`src/rtl/mem_arbiter.sv`:
```
// Two-port (fetch/data) arbiter onto a single memory bus with a BUSY timeout.
// Define ARB_ROUND_ROBIN_EN for round-robin arbitration; the default is fixed priority with the data port first.

// state | meaning
// IDLE  | no transaction; gnt outputs follow the requests combinationally
// BUSY  | latched request driven on mem_*, waiting for mem_ready or timeout
// RESP  | one-cycle rvalid (and err on timeout) to the owning port
module mem_arbiter #(
    parameter int unsigned ADDR_WIDTH = 32,
    parameter int unsigned TIMEOUT    = 255
) (
    input  logic                  clk,
    input  logic                  reset,
    input  logic                  if_req,
    input  logic [ADDR_WIDTH-1:0] if_addr,
    output logic                  if_gnt,
    output logic                  if_rvalid,
    output logic [31:0]           if_rdata,
    output logic                  if_err,
    input  logic                  d_req,
    input  logic                  d_we,
    input  logic [3:0]            d_be,
    input  logic [ADDR_WIDTH-1:0] d_addr,
    input  logic [31:0]           d_wdata,
    output logic                  d_gnt,
    output logic                  d_rvalid,
    output logic [31:0]           d_rdata,
    output logic                  d_err,
    output logic                  mem_req,
    output logic                  mem_we,
    output logic [3:0]            mem_be,
    output logic [ADDR_WIDTH-1:0] mem_addr,
    output logic [31:0]           mem_wdata,
    input  logic                  mem_ready,
    input  logic [31:0]           mem_rdata,
    output logic                  busy
);

    typedef enum logic [1:0] {
        IDLE = 2'd0,
        BUSY = 2'd1,
        RESP = 2'd2
    } state_t;

    localparam logic [15:0] TIMEOUT_CNT = 16'(TIMEOUT);

    state_t                  state_q, state_d;
    logic                    owner_q;   // 1 = data port, 0 = fetch port
    logic [ADDR_WIDTH-1:0]   addr_q;
    logic                    we_q;
    logic [3:0]              be_q;
    logic [31:0]             wdata_q;
    logic [31:0]             rdata_q;
    logic                    err_q;
    logic [15:0]             cnt_q;
    logic                    grant_if, grant_d;
    logic                    timeout_hit;

`ifdef ARB_ROUND_ROBIN_EN
    logic                    last_d_q;
`endif

    always_comb begin
        grant_if = 1'b0;
        grant_d  = 1'b0;
        if (state_q == IDLE) begin
            if (if_req && d_req) begin
`ifdef ARB_ROUND_ROBIN_EN
                if (last_d_q) grant_if = 1'b1;
                else          grant_d  = 1'b1;
`else
                grant_d = 1'b1;
`endif
            end else begin
                grant_if = if_req;
                grant_d  = d_req;
            end
        end
    end

    // Timeout fires on the cycle whose increment would bring the count to TIMEOUT.
    assign timeout_hit = (cnt_q + 16'd1) == TIMEOUT_CNT;

    always_ff @(posedge clk) begin
        if (reset) state_q <= IDLE;
        else       state_q <= state_d;
    end

    always_comb begin
        state_d = state_q;
        case (state_q)
            IDLE:    if (grant_if || grant_d) state_d = BUSY;
            BUSY:    if (mem_ready || timeout_hit) state_d = RESP;
            RESP:    state_d = IDLE;
            default: state_d = IDLE;
        endcase
    end

    always_ff @(posedge clk) begin
        if (reset) begin
            owner_q <= 1'b0;
            addr_q  <= '0;
            we_q    <= 1'b0;
            be_q    <= '0;
            wdata_q <= '0;
            rdata_q <= '0;
            err_q   <= 1'b0;
            cnt_q   <= '0;
        end else begin
            case (state_q)
                IDLE: begin
                    if (grant_if || grant_d) begin
                        owner_q <= grant_d;
                        addr_q  <= grant_d ? d_addr : if_addr;
                        we_q    <= grant_d & d_we;
                        be_q    <= grant_d ? d_be : 4'hF;
                        wdata_q <= grant_d ? d_wdata : 32'h0;
                        err_q   <= 1'b0;
                        cnt_q   <= '0;
                    end
                end
                BUSY: begin
                    if (mem_ready) begin
                        rdata_q <= we_q ? 32'h0 : mem_rdata;
                        err_q   <= 1'b0;
                    end else begin
                        cnt_q <= cnt_q + 16'd1;
                        if (timeout_hit) begin
                            rdata_q <= 32'h0;
                            err_q   <= 1'b1;
                        end
                    end
                end
                default: ;
            endcase
        end
    end

`ifdef ARB_ROUND_ROBIN_EN
    always_ff @(posedge clk) begin
        if (reset)                      last_d_q <= 1'b0;
        else if (grant_if || grant_d)   last_d_q <= grant_d;
    end
`endif

    assign if_gnt    = grant_if;
    assign d_gnt     = grant_d;
    assign busy      = state_q != IDLE;
    assign mem_req   = state_q == BUSY;
    assign mem_we    = we_q;
    assign mem_be    = be_q;
    assign mem_addr  = addr_q;
    assign mem_wdata = wdata_q;

    assign if_rvalid = (state_q == RESP) && !owner_q;
    assign d_rvalid  = (state_q == RESP) && owner_q;
    assign if_rdata  = if_rvalid ? rdata_q : 32'h0;
    assign d_rdata   = d_rvalid ? rdata_q : 32'h0;
    assign if_err    = if_rvalid & err_q;
    assign d_err     = d_rvalid & err_q;

endmodule

```
`config.mk`:
```
export PLATFORM = sky130hd
export DESIGN_NAME = mem_arbiter
export DESIGN_NICKNAME = d
export VERILOG_FILES = /design/src/rtl/mem_arbiter.sv
export SDC_FILE = /design/constraint.sdc
export NUM_CORES = 1
export LEC_CHECK = 0
export BUFFER_PORTS_ARGS = -buffer_cell sky130_fd_sc_hd__buf_2
export CORE_ASPECT_RATIO = 1.25
export CORE_MARGIN = 10
export CORE_UTILIZATION = 46
export CTS_BUF_LIST = sky130_fd_sc_hd__clkbuf_16
export DETAILED_ROUTE_END_ITERATION = 12
export PLACE_DENSITY = 0.81
export SETUP_SLACK_MARGIN = 0.05
export SYNTH_ARGS = -nofsm -noshare
export SYNTH_HDL_FRONTEND = slang
export SYNTH_SLANG_ARGS = --single-unit
```
`constraint.sdc`:
```
create_clock -name clk -period 3.1 [get_ports clk]
set_clock_uncertainty 0.2 [all_clocks]
set_input_delay 0.31 -clock clk [delete_from_list [all_inputs] [get_ports clk]]
set_output_delay 0.31 -clock clk [all_outputs]
set_load 0.01 [all_outputs]
```
==> out/results.txt <==
EDFF count, synth: 0
Post-synthesis register bit count: 121
Top-count cell post-synth: dfxtp_1
Max_cap viols: 0
Die area: 16,600 sq um
Clock tree buffer depth: 2
Unrepaired setup endpoints after global routing: no
Die Span Y: 142 um
Vias per cell: 5.64
Post-DP HPWL: 13,700 um
Clock slew at reported path FFs: 0.07 ns
Clock share of power: 43.4%
Slew Limit Fails: 0
Lkg Pwr: 4.32 nW
Port Buffers: 278
Share of the yosys chip area belonging to registers: 44.4%
Global route overflow: 0
Sw Pwr: 1.29 mW
Pwr dens: 518 nW/um^2
Utilization after layout: 76.9%
Clock root cell: clkbuf_16
Setup WS post-layout: 0.219 ns
Hold Slack: 0.0591 ns
Core ar.: 11,600 sq um
Net Count, Synth: 813
CP endpoint kind: register
Req. time, crit path: 3.26 ns
Net Sw Frac: 27.9%
First-pass GRT wire length: 38,700 um
Placement-stage cell area: 6990 sq um
Critical path arrival: 3.04 ns
Status: finished, final reports clean
Placer Congestion: 0.860
Setup bufs post-CTS: 0
Synth top area cells: dfxtp_1 44%, a22oi_1 9.2%, and2_1 7.6%, nand2_1 7.3%, nor2_1 6.7%
Routed length per instance: 19.9 um
TNS Setup: 0 ns
Residual DRC count: 0
Num CTS Buffers: 17
Die W: 117 um
Peak supply drop: 0.411 mV
Final Cycle Share: 93.0%
Non-filler instance count after layout: 1,239
Worst-margin pin slew: 0.880 ns
Initial Utilization: 47.0%
Area leader, netlist: dfxtp_1
Post-route cell area: 8930 sq um
Worst min path class: input pin to register
Layout cells sized above 1: 31.1%
Area growth syn-to-layout: 63.7%
Worst-skew pair later-pin latency: 0.40 ns
Synth Flop Type: dfxtp_1
Yosys warnings: 0
Post-synth top cells: 121 x dfxtp_1, 106 x nand2_1, 98 x nor2_1, 67 x a22oi_1, 66 x and2_1
Vias: 6,986
Final Hold Fails: 0
Inst Count DP: 1,069
Design Power: 4.63 mW
Combinational Power Share: 18.4%
TritonCTS clock tree: yes
Setup violators final: 0
Top cell type's share of synthesized area: 44.4%
Final ANT Viol Nets: 0
Initial antenna violation count: 5
Synth Instances: 673
Netlist cell types: 44
Initial DRT Pass Iterations: 6
Final wirelength: 24,600 um
Largest net degree at the start of global routing: 69
FMAX: 347 MHz
Cell Rows: 44
Ys async rst share: 0%
Total track usage: 28.2%
Post-Syn Area: 5460 sq um
Drt first-iter violations: 697
Ports: 279
Synth Area per Inst: 8.11 sq um
Pre-CTS WS: 0.523 ns
Critical path class: register to register
H-Tree Depth: 4
Post-layout min period: 2.88 ns
Startpoint type of the worst setup path: register
Number of global-route vias before repair: 7,172
Layout Nets: 1,200
Crit Path Max Fanout: 68
Slew margin rel.: 41.2%
Clk sinks: 121
Sequential share of power: 38.2%
Internal Power: 3.34 mW
## final cells by class
cell class | count | area, sq um
clock inverters | 15 | 175
well taps | 161 | 201
inverters | 5 | 18.8
fillers | 749 | 2680
diodes | 5 | 12.5
repair buffers | 426 | 2850
flip-flops and latches | 121 | 2420
clock buffers | 17 | 425
multi-input cells | 489 | 2830
## per-layer routing
metal | routed length, um | part of all wire, % | GRT usage (%) | vias up
met5 | 0 | 0 | 0.932 | -
met1 | 8740 | 35 | 29.8 | 3175
li1 | - | - | - | 3187
met4 | 1280 | 5.2 | 16.4 | 0
met2 | 11800 | 48 | 47.4 | 510
met3 | 2780 | 11 | 10.3 | 114
## worst max-delay path, cell delays in order, from the launching register on
cell           delay, ns
dfxtp_1             0.33
nor2_1              0.33
inv_1               0.15
nor2_4              0.18
buf_6               0.43
nor2_1              0.15
a311oi_1            0.42
dlygate4sd3_1       0.60
## repair_timing
action	4_1_cts	5_1_grt
setup endpoints to repair	0	2
endpoints found under the hold margin	101	0
hold buffers	133	0
gates resized for setup	0	1
## power by group through the flow
stage	Sequential (mW)	Clock (mW)	Combinational [mW]
after floorplan	1.81	0	0.304
after global placement	1.78	0	0.605
after detailed placement	1.78	0	0.615
after CTS	1.75	2.02	0.786
after global routing	1.78	2.09	0.912
final	1.77	2.01	0.853
## layout by cell type (no fill, tap or decap), drive strengths merged, types with 3 or more instances in the layout
cell	instances
inv	8
nand3	5
o22ai	4
dlygate4sd3	133
and2	66
and4	3
nor2	98
nor3	4
nand4	6
diode	5
a211oi	4
a22oi	67
xnor2	3
clkinv	6
a311oi	35
nand2	106
clkbuf	17
buf	293
clkinvlp	3
o211ai	32
dfxtp	121
nand2b	4
a21oi	17
o21ai	8
bufinv	3
## kinds of logic (layout without fill, tap and decap cells)
kind of cell             after synthesis  after routing  share of synthesized area, %
XOR/XNOR                               4              4                         0.642
AND/OR/NAND/NOR                      303            303                          25.6
buffers and inverters                 63            463                          4.42
AO/OA/AOI/OAI                        180            180                          24.5
flip-flops                           121            121                          44.4
adder cells (fa/ha/maj)                2              2                         0.458
other                                  0              5                             0
## state kept, by name, indices dropped and copies added (netlist names), 2 cells and up
signal,count
mem_wdata,32
mem_be,4
cnt_q,16
mem_addr,32
state_q,2
rdata_q,32
## path summary, 6_finish.rpt
path                                  start  slack [ns]                        end  cells after the start
setup / recovery    state_q[1]$_SDFFE_PP0P_        0.22  mem_addr[29]$_SDFFE_PP0P_                      7
setup reg to reg    state_q[1]$_SDFFE_PP0P_        0.22  mem_addr[29]$_SDFFE_PP0P_                      7
hold / removal                    mem_ready        0.06    state_q[1]$_SDFFE_PP0P_                      2
hold reg to reg   mem_wdata[7]$_SDFFE_PP0P_        0.30  mem_wdata[7]$_SDFFE_PP0P_                      2
No activity file was read; power rests on OpenSTA's default activity.
